**config.mk**
```make
export PLATFORM = sky130hd
export DESIGN_NAME = legv8_multicycle_ctrl
export DESIGN_NICKNAME = d
export VERILOG_FILES = /design/src/rtl/legv8_multicycle_ctrl.sv
export SDC_FILE = /design/constraint.sdc
export NUM_CORES = 1
export LEC_CHECK = 0
export ABC_AREA = 1
export BUFFER_PORTS_ARGS = -buffer_cell sky130_fd_sc_hd__buf_2
export CORE_UTILIZATION = 42
export DETAILED_ROUTE_END_ITERATION = 8
export GPL_TIMING_DRIVEN = 1
export PLACE_DENSITY = 0.84
export SLEW_MARGIN = 20
export SYNTH_ARGS = -nofsm -noshare
export SYNTH_HDL_FRONTEND = slang
export SYNTH_SLANG_ARGS = --single-unit
```
**constraint.sdc**
```tcl
create_clock -name clk -period 1.25 [get_ports clk]
set_input_delay 0.1875 -clock clk [delete_from_list [all_inputs] [get_ports clk]]
set_output_delay 0.1875 -clock clk [all_outputs]
set_load 0.02 [all_outputs]
```
**src/rtl/legv8_multicycle_ctrl.sv**
```systemverilog
// legv8_multicycle_ctrl
// ---------------------
// Multi-cycle control sequencer for the LEGv8 datapath. Each instruction is
// stepped through FETCH -> DECODE -> EXEC -> (MEM) -> (WB). The FSM state,
// the latched instruction class and the sticky illegal flag are registered.
// All datapath enables are decoded combinationally from those registers plus
// mem_ready and zero, so an asynchronous reset clears them immediately.
//
// Ports
//   clk, rst_n     clock (rising edge), asynchronous active-low reset
//   run            start/continue execution, sampled at instruction boundaries
//   opcode         instr[31:21] from the instruction register
//   mem_ready      memory access complete (used in FETCH and MEM only)
//   zero           ALU zero flag (used in EXEC of CBZ only)
//   state          current state encoding
//   pc_write, pc_src, ir_write, alu_src, alu_op, reg2loc,
//   mem_read, mem_write, mem_to_reg, reg_write   datapath controls
//   illegal        sticky illegal-opcode flag
//
// Optional feature (macro CTRL_PERF_CNT_EN): adds cycle_count and instr_count
// performance counters as extra output ports.

module legv8_multicycle_ctrl #(
  parameter int OPC_W = 11
) (
  input  logic             clk,
  input  logic             rst_n,
  input  logic             run,
  input  logic [OPC_W-1:0] opcode,
  input  logic             mem_ready,
  input  logic             zero,
  output logic [2:0]       state,
  output logic             pc_write,
  output logic             pc_src,
  output logic             ir_write,
  output logic             alu_src,
  output logic [1:0]       alu_op,
  output logic             reg2loc,
  output logic             mem_read,
  output logic             mem_write,
  output logic             mem_to_reg,
  output logic             reg_write,
  output logic             illegal
`ifdef CTRL_PERF_CNT_EN
  ,
  output logic [31:0]      cycle_count,
  output logic [31:0]      instr_count
`endif
);

  typedef enum logic [2:0] {
    S_IDLE   = 3'd0,
    S_FETCH  = 3'd1,
    S_DECODE = 3'd2,
    S_EXEC   = 3'd3,
    S_MEM    = 3'd4,
    S_WB     = 3'd5,
    S_UNUSED = 3'd6,
    S_ERROR  = 3'd7
  } state_t;

  typedef enum logic [2:0] {
    CL_NONE  = 3'd0,
    CL_LDUR  = 3'd1,
    CL_STUR  = 3'd2,
    CL_RTYPE = 3'd3,
    CL_CBZ   = 3'd4,
    CL_B     = 3'd5
  } cls_t;

  localparam logic [OPC_W-1:0] OP_LDUR = OPC_W'(11'b11111000010);
  localparam logic [OPC_W-1:0] OP_STUR = OPC_W'(11'b11111000000);
  localparam logic [OPC_W-1:0] OP_ADD  = OPC_W'(11'b10001011000);
  localparam logic [OPC_W-1:0] OP_SUB  = OPC_W'(11'b11001011000);
  localparam logic [OPC_W-1:0] OP_AND  = OPC_W'(11'b10001010000);
  localparam logic [OPC_W-1:0] OP_ORR  = OPC_W'(11'b10101010000);

  // Map an opcode to its instruction class; CL_NONE marks an illegal opcode.
  function automatic cls_t decode_op(input logic [OPC_W-1:0] op);
    cls_t c;
    c = CL_NONE;
    if (op == OP_LDUR) begin
      c = CL_LDUR;
    end else if (op == OP_STUR) begin
      c = CL_STUR;
    end else if ((op == OP_ADD) || (op == OP_SUB) ||
                 (op == OP_AND) || (op == OP_ORR)) begin
      c = CL_RTYPE;
    end else if (op[OPC_W-1 -: 8] == 8'b10110100) begin
      c = CL_CBZ;
    end else if (op[OPC_W-1 -: 6] == 6'b000101) begin
      c = CL_B;
    end else begin
      c = CL_NONE;
    end
    return c;
  endfunction

  state_t state_r;
  cls_t   class_r;
  logic   illegal_r;
  cls_t   dec_s;
  logic   retire_s;

  // Opcode decode and instruction-retire detection.
  always_comb begin
    dec_s    = decode_op(opcode);
    retire_s = 1'b0;
    case (state_r)
      S_EXEC:  retire_s = (class_r == CL_B) || (class_r == CL_CBZ);
      S_MEM:   retire_s = (class_r == CL_STUR) && mem_ready;
      S_WB:    retire_s = 1'b1;
      default: retire_s = 1'b0;
    endcase
  end

  // Sequencer: state, latched instruction class and sticky illegal flag.
  always_ff @(posedge clk or negedge rst_n) begin
    if (!rst_n) begin
      state_r   <= S_IDLE;
      class_r   <= CL_NONE;
      illegal_r <= 1'b0;
    end else begin
      case (state_r)
        S_IDLE: begin
          if (run) state_r <= S_FETCH;
        end
        S_FETCH: begin
          if (mem_ready) state_r <= S_DECODE;
        end
        S_DECODE: begin
          class_r <= dec_s;
          if (dec_s == CL_NONE) begin
            state_r   <= S_ERROR;
            illegal_r <= 1'b1;
          end else begin
            state_r <= S_EXEC;
          end
        end
        S_EXEC: begin
          if (retire_s) begin
            state_r <= run ? S_FETCH : S_IDLE;
          end else if ((class_r == CL_LDUR) || (class_r == CL_STUR)) begin
            state_r <= S_MEM;
          end else if (class_r == CL_RTYPE) begin
            state_r <= S_WB;
          end else begin
            state_r   <= S_ERROR;
            illegal_r <= 1'b1;
          end
        end
        S_MEM: begin
          // Stay until memory responds; loads then write back, stores retire.
          if (retire_s) begin
            state_r <= run ? S_FETCH : S_IDLE;
          end else if (mem_ready) begin
            state_r <= S_WB;
          end
        end
        S_WB: begin
          state_r <= run ? S_FETCH : S_IDLE;
        end
        S_ERROR: begin
          state_r <= S_ERROR;
        end
        default: begin
          // Unused encoding: treat as a fault and lock up.
          state_r   <= S_ERROR;
          illegal_r <= 1'b1;
        end
      endcase
    end
  end

  // Datapath control decode from state, class, mem_ready and zero.
  always_comb begin
    pc_write   = 1'b0;
    pc_src     = 1'b0;
    ir_write   = 1'b0;
    alu_src    = 1'b0;
    alu_op     = 2'b00;
    reg2loc    = 1'b0;
    mem_read   = 1'b0;
    mem_write  = 1'b0;
    mem_to_reg = 1'b0;
    reg_write  = 1'b0;

    // Operand and ALU controls follow the latched class while an instruction
    // is in flight, so they stay stable across MEM wait cycles.
    if ((state_r == S_DECODE) || (state_r == S_EXEC) ||
        (state_r == S_MEM)    || (state_r == S_WB)) begin
      alu_src = (class_r == CL_LDUR) || (class_r == CL_STUR);
      reg2loc = (class_r == CL_STUR) || (class_r == CL_CBZ);
      case (class_r)
        CL_CBZ:   alu_op = 2'b01;
        CL_RTYPE: alu_op = 2'b10;
        default:  alu_op = 2'b00;
      endcase
    end else begin
      alu_src = 1'b0;
      reg2loc = 1'b0;
      alu_op  = 2'b00;
    end

    case (state_r)
      S_FETCH: begin
        mem_read = 1'b1;
        if (mem_ready) begin
          ir_write = 1'b1;
          pc_write = 1'b1;
        end else begin
          ir_write = 1'b0;
          pc_write = 1'b0;
        end
      end
      S_EXEC: begin
        if (class_r == CL_B) begin
          pc_write = 1'b1;
          pc_src   = 1'b1;
        end else if (class_r == CL_CBZ) begin
          pc_write = zero;
          pc_src   = 1'b1;
        end else begin
          pc_write = 1'b0;
          pc_src   = 1'b0;
        end
      end
      S_MEM: begin
        mem_read  = (class_r == CL_LDUR);
        mem_write = (class_r == CL_STUR);
      end
      S_WB: begin
        reg_write  = 1'b1;
        mem_to_reg = (class_r == CL_LDUR);
      end
      default: begin
        reg_write = 1'b0;
      end
    endcase
  end

  assign state   = state_r;
  assign illegal = illegal_r;

`ifdef CTRL_PERF_CNT_EN
  logic [31:0] cycle_count_r;
  logic [31:0] instr_count_r;

  // Performance counters: active cycles and retired instructions (wrap freely).
  always_ff @(posedge clk or negedge rst_n) begin
    if (!rst_n) begin
      cycle_count_r <= 32'd0;
      instr_count_r <= 32'd0;
    end else begin
      if ((state_r != S_IDLE) && (state_r != S_ERROR)) begin
        cycle_count_r <= cycle_count_r + 32'd1;
      end
      if (retire_s) begin
        instr_count_r <= instr_count_r + 32'd1;
      end
    end
  end

  assign cycle_count = cycle_count_r;
  assign instr_count = instr_count_r;
`endif

endmodule
```
After elaboration in Yosys (flattened, before gate mapping)
Index checks and enable logic that the tools add are counted.
W data, S select, Z words.

word-level totals
  register bits after elaboration = 7
  input bits = 16
  output and inout port bits = 15
  word-level logic and storage cells = 82

cells by class
  equality and inequality tests = 26
  muxes and demuxes = 37
  bitwise operators = 1
  reduce and logical (&&, ||, !) cells = 15

operators with widths
  kind                    number
  $eq A11 B11 Y1 const B  6
  $mux W3                 11
  $pmux W3 S6             1
  $mux W1                 17
  $eq A3 B3 Y1 const B    5
  $eq A3 B2 Y1 const B    4
  $ne A2 B2 Y1 const B    6
  $logic_or A1 B1 Y1      9
  $eq A8 B8 Y1 const B    1
  $eq A3 B1 Y1 const B    2
  $eq A6 B3 Y1 const B    1
  $logic_not A3 Y1        2
  $mux W2                 3
  $pmux W1 S3             2
  $reduce_and A5 Y1       1
  $reduce_or A5 Y1        1
  $pmux W1 S2             2
  $pmux W2 S2             1
  $ne A3 B3 Y1 const B    1
  $reduce_and A3 Y1       1
  $logic_and A1 B1 Y1     1
  $not A1 Y1              1

Longest topological paths before layout
  depth after elaboration = 10
  gate-level depth with buffers = 11
  gate-level depth less buffers = 11

Worst setup path after synthesis
OpenSTA, ideal clock, no wires.

  path kind = flip-flop to output port
  from = register state_r[0], in the netlist state[0]
  to = output port pc_write
  arrival = 1.408 ns
  data required time = 1.062 ns
  path slack = -0.345 ns
  stages on the path, launching flop included = 8
  path buffers = 1
  cell sequence = dfrtp_1 buf_4 nand2_2 nor2_2 nand2_2 inv_1 o21ai_0 o21ai_0

on the way
  longest elaborated chain between the ends = 2
  elaborated cells between the ends (all ways) = 3
  those cells by class = eq/ne (2); mux (1)

ends and longest elaborated chain
  item                                          line  text
  from (decl)                                   99    state_t state_r;
  from (signal assigned)                        142   state_r <= run ? S_FETCH : S_IDLE;
  from (signal assigned)                        155   state_r <= run ? S_FETCH : S_IDLE;
  from (signal assigned)                        161   state_r <= run ? S_FETCH : S_IDLE;
  $eq A3 B2 Y1 or $eq A3 B1 Y1 (tied branches)  205   case (state_r)
  $pmux W1 S2 *                                 205
  to (decl)                                     33    output logic pc_write,

Mark *: on every way between the ends. The rest lies on a longest branch, timed or not.

Final worst setup path
  from = register state_r[1], in the netlist state[1]
  to = register state_r[0], in the netlist state[0]

on the way
  longest elaborated chain between the ends = 4
  elaborated cells between the ends (all ways) = 14
  those cells by class = eq/ne (8); mux (4); reduce/logical (2)

ends and longest elaborated chain
  item                                              line      text
  $eq A3 B3 Y1 or $eq A3 B2 Y1 (tied branches)      109, 124
  $pmux W1 S3                                       109       case (state_r)
  $mux W3, or another cell as far along             154       if (retire_s) begin
  $pmux W3 S6 or $reduce_and A3 Y1 (tied branches)  -

Parallel ways exist; a longest one is shown, timed or not.
A chain may end at the register's enable or synchronous reset.

==> summary.txt <==
Layout
  – P&R area growth vs syn: 87.2%
  – Design area: about 1400 sq um
  – # diodes: 0
  – Fin util: 83.5%
  – # nets final: 213
  – Fillcell total: 107
  – Area of the multi-input gates: between 500 and 600 sq um
  – Layout cell share with drive strength beyond 1: 57.7%
  – Register area: 181 sq um
  – Cell Count, Final, Fillers Out: 221

Timing
  – RSZ-0062 raised after global routing: yes
  – Final worst slack: -430 ps
  – Least-Margin Pin Slew: 397 ps
  – Fin crit share: 134%
  – Relative slew slack: 73.2%
  – Setup violators final: 19
  – Fin Setup TNS: -4730 ps
  – WHS: 285 ps
  – Final Hold Fails: 0
  – Fin Clk Skew: 7.11 ps
  – Fmax: 595 MHz
  – Final min period: 1680 ps
  – Max Slew Vio Count: 0

Worst setup path
  – Crit. End Element: flop
  – Worst Path Arrival: 1820 ps
  – Slowest CP cell: dfrtp_2
  – Internal reg-to-reg setup slack: -430 ps
  – FF-to-FF path depth: 12
  – Worst R2R Start: state[1]$_DFFE_PN0P_
  – Cells along the critical path: inv_2 -> nand2_4 -> nor2_4 -> buf_4 -> buf_4 -> nand3_1 -> nand2_2 -> nand2_1 -> nand3_1 -> nand2_1 -> nand2_1 -> nand2_1
  – Crit-path most repeated cell: nand2_1
  – Max stage delay on crit path: 450 ps
  – Critical Path Start Type: flop
  – Crit Path Class: flop to flop
  – CP required: about 1400 ps
  – RR Endpoint: state[0]$_DFFE_PN0P_
  – Crit path max fanout: 5

Floorplanning
  – Core area: 1710 sq um
  – Initial Utilization: 44.6%
  – Horiz. Die Dim: 44.6 um
  – Number of placement rows: 15
  – Die H: 44.6 um
  – IO Pins: 31
  – Die ar.: 1990 sq um

Power
  – Maximum vdd drop: between 1 and 1.5 mV
  – Pwr per Cell Area: around 2300 nW/um^2
  – Leak pwr: about 0.76 nW
  – Total power: 3.34 mW

Placement
  – Pre-CTS WS: -172 ps
  – Dpl cells: 203
  – Detailed Place HPWL: 1.83 mm
  – Placer Congestion: 0.909
  – Area after DPL: 1100 sq um
  – IO Port Bufs: 30

Yosys
  – Ys Warns: 0
  – Post-Synthesis Cell Area: roughly 760 sq um
  – Area leader, netlist: dfrtp_1
  – #FFs+latches synth: 7
  – Post-Syn Instances: 134
  – Mean post-synth cell area: between 5 and 6 sq um
  – Seq/Total Area, Yosys: 23.0%
  – Synth area leaders: dfrtp_1 23%, nand2_1 16%, inv_1 14%
  – Synth top area share: 23.0%
  – Synth cell types: 22
  – Mapped Nets: 150

Hold path
  – Hold Crit Class: primary input to async pin

Outcome
  – Status: finished, violations left
  – Failing checks: DRC, setup timing

Global routing
  – Vias in the first global route: about 1,100
  – GRT Util Overall: about 32%
  – First-pass GRT wire length: 4.67 mm
  – Global route total overflow: 0
  – Largest net degree at the start of global routing: 8
  – Initial antenna violation count: 0

Clock tree
  – Clock transition at path regs: around 60 ps
  – H-tree Lvls: 1
  – Clock tree buffer depth: 2
  – Num CTS Buffers: 3
  – CTS tree: done
  – Clock Sinks: 7
  – Clock Tree Root: clkbuf_4
  – Clk_lat worst skew: 270 ps

Routing
  – Mean number of vias per cell: 5.48
  – WL/cell: 15.6 um
  – DR pass1 iterations: 6
  – DRT iter0 DRCs: 34
  – Post-DRT Antenna Nets: 0
  – # DRC: 1
  – Routed Wire Length: 3.44 mm
  – Vias: ~1,200

Job
  – Maxcap violations: 0
## worst max-delay path, delay by kind of cell, from the launching register on
kind / cells / cell delay [ps]
buffers and inverters: 3 / 300
flip-flops: 1 / 450
AND/OR/NAND/NOR: 9 / 790
## report_power, final
group,internal [mW],switching (mW),leakage [nW]
logic,1.17,1.48,0.658
registers,0.320,0.145,0.0793
clock network,0.118,0.0999,0.0177
## how the worst max path moves through the flow
stage / from / to / slack [ps]
after floorplan: state[0]$_DFFE_PN0P_ / pc_write / -80
after global placement: class_r[1]$_DFFE_PN0P_ / reg2loc / -90
after detailed placement: class_r[2]$_DFFE_PN0P_ / state[0]$_DFFE_PN0P_ / -170
after CTS: state[1]$_DFFE_PN0P_ / alu_op[1] / -320
after global routing: state[1]$_DFFE_PN0P_ / state[0]$_DFFE_PN0P_ / -490
final: state[1]$_DFFE_PN0P_ / state[0]$_DFFE_PN0P_ / -430
## Yosys cell counts
| library cell | instances |
|---|---|
| nand2_1 | 32 |
| inv_1 | 29 |
| nor2_1 | 19 |
| o21ai_0 | 12 |
| dfrtp_1 | 7 |
| nand3_1 | 7 |
| nand4_1 | 6 |
| inv_2 | 3 |
| nand2_2 | 3 |
| nor2_2 | 3 |
| a21oi_2 | 2 |
| a21oi_1 | 1 |
| buf_4 | 1 |
| nand2_4 | 1 |
| nand3b_1 | 1 |
| nand4_2 | 1 |
| nor2b_2 | 1 |
| nor3_1 | 1 |
| nor3_2 | 1 |
| nor4_1 | 1 |
| o211ai_1 | 1 |
| o22ai_1 | 1 |
## cells in the final DEF (no fill, tap or decap), types with 5 or more instances in the layout
master	Yosys	routed
nand3_1	7	6
o21ai_0	12	5
inv_2	3	11
nor2_1	19	12
dfrtp_2	0	5
nand2_2	3	7
nand4_1	6	6
nor2_4	0	6
nand2_1	32	26
buf_6	0	16
buf_2	0	18
inv_1	29	18
buf_4	1	24
## registers in the layout, indices dropped and copies added, names as in the netlist
register,count
class_r,3
state,3
illegal,1
## per-layer routing
layer	track usage [%]	share of wire [%]	vias to the layer above
met5	0	0	-
met4	14.5	5.0	0
met3	6.53	6.5	28
met2	60.6	52	80
met1	34.3	36	559
li1	-	-	544
## area by class of cell
| type | count | area share [%] |
|---|---|---|
| multi-input combinational | 94 | 41.9 |
| timing repair buffer | 59 | 32.3 |
| sequential | 7 | 12.7 |
| inverter | 32 | 8.95 |
| tap | 25 | 2.19 |
| clock buffer | 3 | 1.58 |
| clock inverter | 1 | 0.351 |
## kinds of logic (layout without fill, tap and decap cells)
group | count (synthesis) | count (layout) | share of synthesized area [%]
AND/OR/NAND/NOR | 77 | 77 | 47.6
buffers and inverters | 33 | 95 | 16.7
AO/OA/AOI/OAI | 17 | 17 | 12.6
flip-flops | 7 | 7 | 23.0
## timing repair
action / in CTS / in global routing
gates resized for setup: 41 / 24
endpoints found under the setup margin: 15 / 20
hold buffers: 1 / 0
hold endpoints to repair: 7 / 0
buffers inserted: 7 / 7
pin swaps: 8 / 11
Power figures use the tool's default switching activity.
